<file path="config.mk">
export PLATFORM = sky130hd
export DESIGN_NAME = imem_dmem_arbiter
export DESIGN_NICKNAME = d
export VERILOG_FILES = /design/src/rtl/imem_dmem_arbiter.sv
export SDC_FILE = /design/constraint.sdc
export NUM_CORES = 1
export LEC_CHECK = 0
export BUFFER_PORTS_ARGS = -buffer_cell sky130_fd_sc_hd__buf_2
export CAP_MARGIN = 20
export CELL_PAD_IN_SITES_DETAIL_PLACEMENT = 1
export CELL_PAD_IN_SITES_GLOBAL_PLACEMENT = 1
export CORE_ASPECT_RATIO = 0.9
export CORE_MARGIN = 4
export CORE_UTILIZATION = 24
export CTS_CLUSTER_DIAMETER = 120
export CTS_CLUSTER_SIZE = 16
export DETAILED_ROUTE_END_ITERATION = 8
export HOLD_SLACK_MARGIN = 0.03
export PLACE_DENSITY = 0.82
export RECOVER_POWER = 100
export SYNTH_ARGS = -nofsm -noshare
export SYNTH_HDL_FRONTEND = slang
export SYNTH_SLANG_ARGS = --single-unit
</file>
<file path="constraint.sdc">
create_clock -name clk -period 1.9 [get_ports clk]
set_input_delay 0.285 -clock clk [delete_from_list [all_inputs] [get_ports clk]]
set_output_delay 0.285 -clock clk [all_outputs]
set_load 0.02 [all_outputs]
</file>
<file path="src/rtl/imem_dmem_arbiter.sv">
// Shares one req/gnt/rvalid memory port between instruction fetch and the load/store unit.
// One transaction is in flight at a time. Data has priority, and a starvation counter bounds how long fetch can wait.
//
// state | meaning
// IDLE  | no request held; the winner is presented to memory combinationally
// REQ   | request shown to memory but not yet granted; owner and fields held in registers
// WAIT  | request granted; waiting for the response
module imem_dmem_arbiter #(
    parameter int unsigned STARVE_LIMIT = 4,
    parameter int unsigned ADDR_W       = 32
) (
    input  logic              clk,
    input  logic              rst,

    input  logic              if_req_i,
    input  logic [ADDR_W-1:0] if_addr_i,
    input  logic              if_kill_i,
    output logic              if_gnt_o,
    output logic              if_rvalid_o,
    output logic [31:0]       if_rdata_o,

    input  logic              d_req_i,
    input  logic              d_we_i,
    input  logic [3:0]        d_be_i,
    input  logic [ADDR_W-1:0] d_addr_i,
    input  logic [31:0]       d_wdata_i,
    output logic              d_gnt_o,
    output logic              d_rvalid_o,
    output logic [31:0]       d_rdata_o,

    output logic              mem_req_o,
    output logic              mem_we_o,
    output logic [3:0]        mem_be_o,
    output logic [ADDR_W-1:0] mem_addr_o,
    output logic [31:0]       mem_wdata_o,
    input  logic              mem_gnt_i,
    input  logic              mem_rvalid_i,
    input  logic [31:0]       mem_rdata_i,

    output logic              busy_o
);

    typedef enum logic [1:0] {IDLE, REQ, WAIT} state_e;

    localparam logic [3:0] LIMIT = 4'(STARVE_LIMIT);

    state_e            state_q;
    logic              own_fetch_q;
    logic              drop_q;
    logic [3:0]        starve_q;
    logic              we_q;
    logic [3:0]        be_q;
    logic [ADDR_W-1:0] addr_q;
    logic [31:0]       wdata_q;

    logic              any_req;
    logic              fetch_win;
    logic              sel_we;
    logic [3:0]        sel_be;
    logic [ADDR_W-1:0] sel_addr;
    logic [31:0]       sel_wdata;
    logic              gnt_fetch;
    logic              gnt_data;
    logic              rsp_fetch;
    logic              rsp_data;

    always_comb begin
        any_req   = if_req_i | d_req_i;
        fetch_win = if_req_i & ((starve_q == LIMIT) | ~d_req_i);
        sel_we    = fetch_win ? 1'b0 : d_we_i;
        sel_be    = fetch_win ? 4'hF : d_be_i;
        sel_addr  = fetch_win ? if_addr_i : d_addr_i;
        sel_wdata = fetch_win ? 32'h0 : d_wdata_i;

        mem_req_o   = 1'b0;
        mem_we_o    = we_q;
        mem_be_o    = be_q;
        mem_addr_o  = addr_q;
        mem_wdata_o = wdata_q;
        gnt_fetch   = 1'b0;
        gnt_data    = 1'b0;
        rsp_fetch   = 1'b0;
        rsp_data    = 1'b0;

        case (state_q)
            IDLE: begin
                mem_req_o   = any_req;
                mem_we_o    = sel_we;
                mem_be_o    = sel_be;
                mem_addr_o  = sel_addr;
                mem_wdata_o = sel_wdata;
                gnt_fetch   = mem_gnt_i & any_req & fetch_win;
                gnt_data    = mem_gnt_i & any_req & ~fetch_win;
            end
            REQ: begin
                mem_req_o = 1'b1;
                gnt_fetch = mem_gnt_i & own_fetch_q;
                gnt_data  = mem_gnt_i & ~own_fetch_q;
            end
            WAIT: begin
                // A kill arriving with the response still suppresses it.
                rsp_fetch = mem_rvalid_i & own_fetch_q & ~drop_q & ~if_kill_i;
                rsp_data  = mem_rvalid_i & ~own_fetch_q;
            end
            default: ;
        endcase

        if (rst) begin
            mem_req_o = 1'b0;
            gnt_fetch = 1'b0;
            gnt_data  = 1'b0;
            rsp_fetch = 1'b0;
            rsp_data  = 1'b0;
        end
    end

    assign if_gnt_o    = gnt_fetch;
    assign d_gnt_o     = gnt_data;
    assign if_rvalid_o = rsp_fetch;
    assign d_rvalid_o  = rsp_data;
    assign if_rdata_o  = mem_rdata_i;
    assign d_rdata_o   = mem_rdata_i;
    assign busy_o      = (state_q != IDLE) & ~rst;

    always_ff @(posedge clk) begin
        if (rst) begin
            state_q     <= IDLE;
            own_fetch_q <= 1'b0;
            drop_q      <= 1'b0;
            starve_q    <= 4'd0;
            we_q        <= 1'b0;
            be_q        <= 4'h0;
            addr_q      <= '0;
            wdata_q     <= 32'h0;
        end else begin
            case (state_q)
                IDLE: begin
                    if (any_req) begin
                        own_fetch_q <= fetch_win;
                        we_q        <= sel_we;
                        be_q        <= sel_be;
                        addr_q      <= sel_addr;
                        wdata_q     <= sel_wdata;
                        state_q     <= mem_gnt_i ? WAIT : REQ;
                    end
                end
                REQ: begin
                    if (if_kill_i && own_fetch_q) drop_q <= 1'b1;
                    if (mem_gnt_i) state_q <= WAIT;
                end
                WAIT: begin
                    if (mem_rvalid_i) begin
                        state_q <= IDLE;
                        drop_q  <= 1'b0;
                    end else if (if_kill_i && own_fetch_q) begin
                        drop_q <= 1'b1;
                    end
                end
                default: state_q <= IDLE;
            endcase

            if (gnt_fetch) begin
                starve_q <= 4'd0;
            end else if (gnt_data && if_req_i && (starve_q != LIMIT)) begin
                starve_q <= starve_q + 4'd1;
            end
        end
    end

endmodule

</file>
==> impl_metrics.json <==
{
  "routed-wl-met2_mm": 9.135,
  "top_layer_used": "met4",
  "rows": 47,
  "crit_path_max_incr_delay_ns": 0.33,
  "crit_fanout": 6,
  "viasPerCell": 4.804,
  "hold_path.class": "input port to flip-flop",
  "synth_area_leader_cell": "dfxtp_1",
  "grt_max_degree": 63,
  "wl_met3_um": 984,
  "clk_latency_ns": 0.34,
  "setup_viol": 71,
  "slew_viol_final": 0,
  "synth_area_mm2": 0.004636,
  "antenna_found_initial": 0,
  "finalWirelength_mm": 17.80,
  "syn_inst": 631,
  "ctsHoldBuffers": 0,
  "dieArea_mm2": 0.02161,
  "die_h_um": 139.8,
  "cp-start-kind": "flip-flop",
  "ys.flop_type": "dfxtp_1",
  "clockRootBuffer": "clkbuf_16",
  "die_w_um": 154.5,
  "yosysTopAreaCellShare_pct": 33.25,
  "avgSynthCellArea_um2": 7.347,
  "worst_slack_ns": -0.4393,
  "multiInputGateArea_mm2": 0.002898,
  "synth_cell_types": 35,
  "fillCellCount": 2231,
  "async_flop_share_pct": 0,
  "status": "finished, violations left",
  "power_density_mw_per_mm2": 914.9,
  "ff_latch_area_mm2": 0.001545,
  "cts_buffers": 9,
  "synthTopCellsByCount": "86 x nor2_1, 77 x dfxtp_1, 73 x a21oi_1, 67 x nand3_1, 64 x buf_4",
  "yosys_warnings": 0,
  "slowest_stage": "dfxtp_2",
  "max-vdd-ir-drop_mv": 0.3515,
  "drtAntennaViolNets": 0,
  "grtUsageTotal_pct": 14.27,
  "arrival_ns": 2.05,
  "first_global_vias": 5028,
  "ioPinCount": 279,
  "wl_per_cell_um": 17.08,
  "dpl.hpwl_mm": 10.96,
  "core_area_mm2": 0.01870,
  "final_layout_size_suffix_gt1_share_pct": 52.01,
  "start_util_pct": 24.79,
  "max_freq_mhz": 427.5,
  "fin_nets": 936,
  "path_delay_family": "buffers and inverters",
  "areaGrowthSynthToFinish_pct": 57.65,
  "dp_cells": 1002,
  "stdcell_count": 1042,
  "drt_iter0_drc": 140,
  "num_vias": 5006,
  "synth.most_common_cell": "nor2_1",
  "critPathBufInv": 5,
  "period_share_pct": 123.1,
  "path_common_cell": "buf_6",
  "cp-end-kind": "output port",
  "violations": "negative setup slack",
  "ys_seq_area_share_pct": 33.25,
  "fin_setup_tns_ns": -24.21,
  "p_leak_uw": 0.003094,
  "timing_hold_violations_final": 0,
  "cts.path.max_buffers": 2,
  "post-route-drc-count": 0,
  "firstDrtPassIters": 4,
  "gp_congestion": 0.7743,
  "yosys-top-cells-area": "dfxtp_1 33%, buf_4 10%, a21oi_1 7.9%",
  "cts_max_level": 3,
  "synth_edf_count": 0,
  "fin_skew_ns": 0.008754,
  "cts_tree": "yes",
  "cts_sinks": 77,
  "critPathKind": "flip-flop to output port",
  "clk_pin_slew_ns": 0.07,
  "period_needed_ns": 2.339,
  "synth_fp_nets": 776,
  "grt_overflow": 0,
  "worst_pin_slew_ns": 0.4646,
  "slew-limit-headroom_pct": 69.03,
  "wl_met1_mm": 7.268,
  "io_buffers": 182,
  "place_ws_ns": -0.1703,
  "path_cells": "inv_2 -> ha_2 -> and3b_2 -> buf_6 -> o21ai_4 -> buf_6 -> clkbuf_16 -> nand3_1 -> o21ai_2 -> buf_6",
  "cap_violations": 0,
  "grt_pass1_wl_mm": 25.41,
  "ys_ff_latch": 77,
  "critPathRequiredTime_ns": 1.62,
  "rsz0062_at_grt": "yes"
}
-- stage by stage --
step           total power [uW]  cell area, um^2  util [%]  hold WS, ns
2_1_floorplan              3586             4856         -       0.4050
3_3_place_gp               4209             5908     31.59       0.4417
3_5_place_dp               4273             5908     31.59       0.4484
4_1_cts                    6489             6708     35.87       0.1830
5_1_grt                    7060             7306     39.07       0.1907
6_report                   6687             7308     39.08       0.2018
-- layout make-up --
class | instances | area share, %
Multi-Input combinational cell | 400 | 39.65
Timing Repair Buffer | 264 | 28.52
Sequential cell | 77 | 21.14
Tap cell | 245 | 4.194
Clock buffer | 11 | 3.321
Inverter | 39 | 2.003
Clock inverter | 5 | 1.130
Antenna cell | 1 | 0.03424
-- layer usage --
layer  global-route usage [%]  up-vias
met1                    16.79     2436
met2                    24.93      137
met5                        0        -
li1                         -     2394
met3                    4.129       39
met4                    4.647        0
-- logic make-up after synthesis --
logic type / share of synthesized area [%]
adders and majority gates: 1.350
buffers and inverters: 18.81
and+or+nand+nor: 18.84
AOI/OAI and AO/OA: 20.16
DFF: 33.25
xor gates and xnor gates: 0.3779
muxes: 7.206
-- path summary, 6_finish.rpt --
check	start	end	slack [ns]	depth (start not counted)
worst max-delay path	starve_q[1]	mem_wdata_o[8]	-0.44	10
worst min-delay path	d_wdata_i[17]	wdata_q[17]	0.20	3
worst max register to register	starve_q[1]	wdata_q[16]	0.08	11
worst min register to register	wdata_q[0]	wdata_q[0]	0.46	2
-- report_power, final --
part           switching (uW)  internal, uW  total (uW)
sequential               99.5          1800        1900
clock                     710          1190        1900
combinational            1640          1250        2880
total                    2450          4240        6690
-- placed cells by master, fill, tap and decap left out, types with 7 or more instances in the layout --
cell	count
inv_1	36
nand3_1	46
nand2_1	37
a21oi_1	41
mux2i_2	13
nor2_1	82
buf_6	50
a21oi_2	32
a211oi_1	33
o21ai_2	34
mux2i_1	7
dfxtp_1	74
nand3_2	15
buf_2	123
buf_12	9
clkbuf_16	13
mux2i_4	13
buf_4	76
-- flip-flops by register name (all words and copies together) (netlist names) --
name / count
addr_q: 32
be_q: 4
drop_q: 1
own_fetch_q: 1
starve_q: 4
state_q: 2
wdata_q: 32
we_q: 1
-- worst min-delay path, cell delays in order --
cell and delay (ns):
buf_2 0.11, nand3_1 0.05, a21oi_1 0.05
-- timing repair --
action | in CTS | in global routing
setup endpoints to repair | 73 | 86
gates resized for setup | 108 | 97
pin swaps | 3 | 21
setup buffers | 8 | 9
gates cloned | 2 | 6
Power figures use the tool's default switching activity.
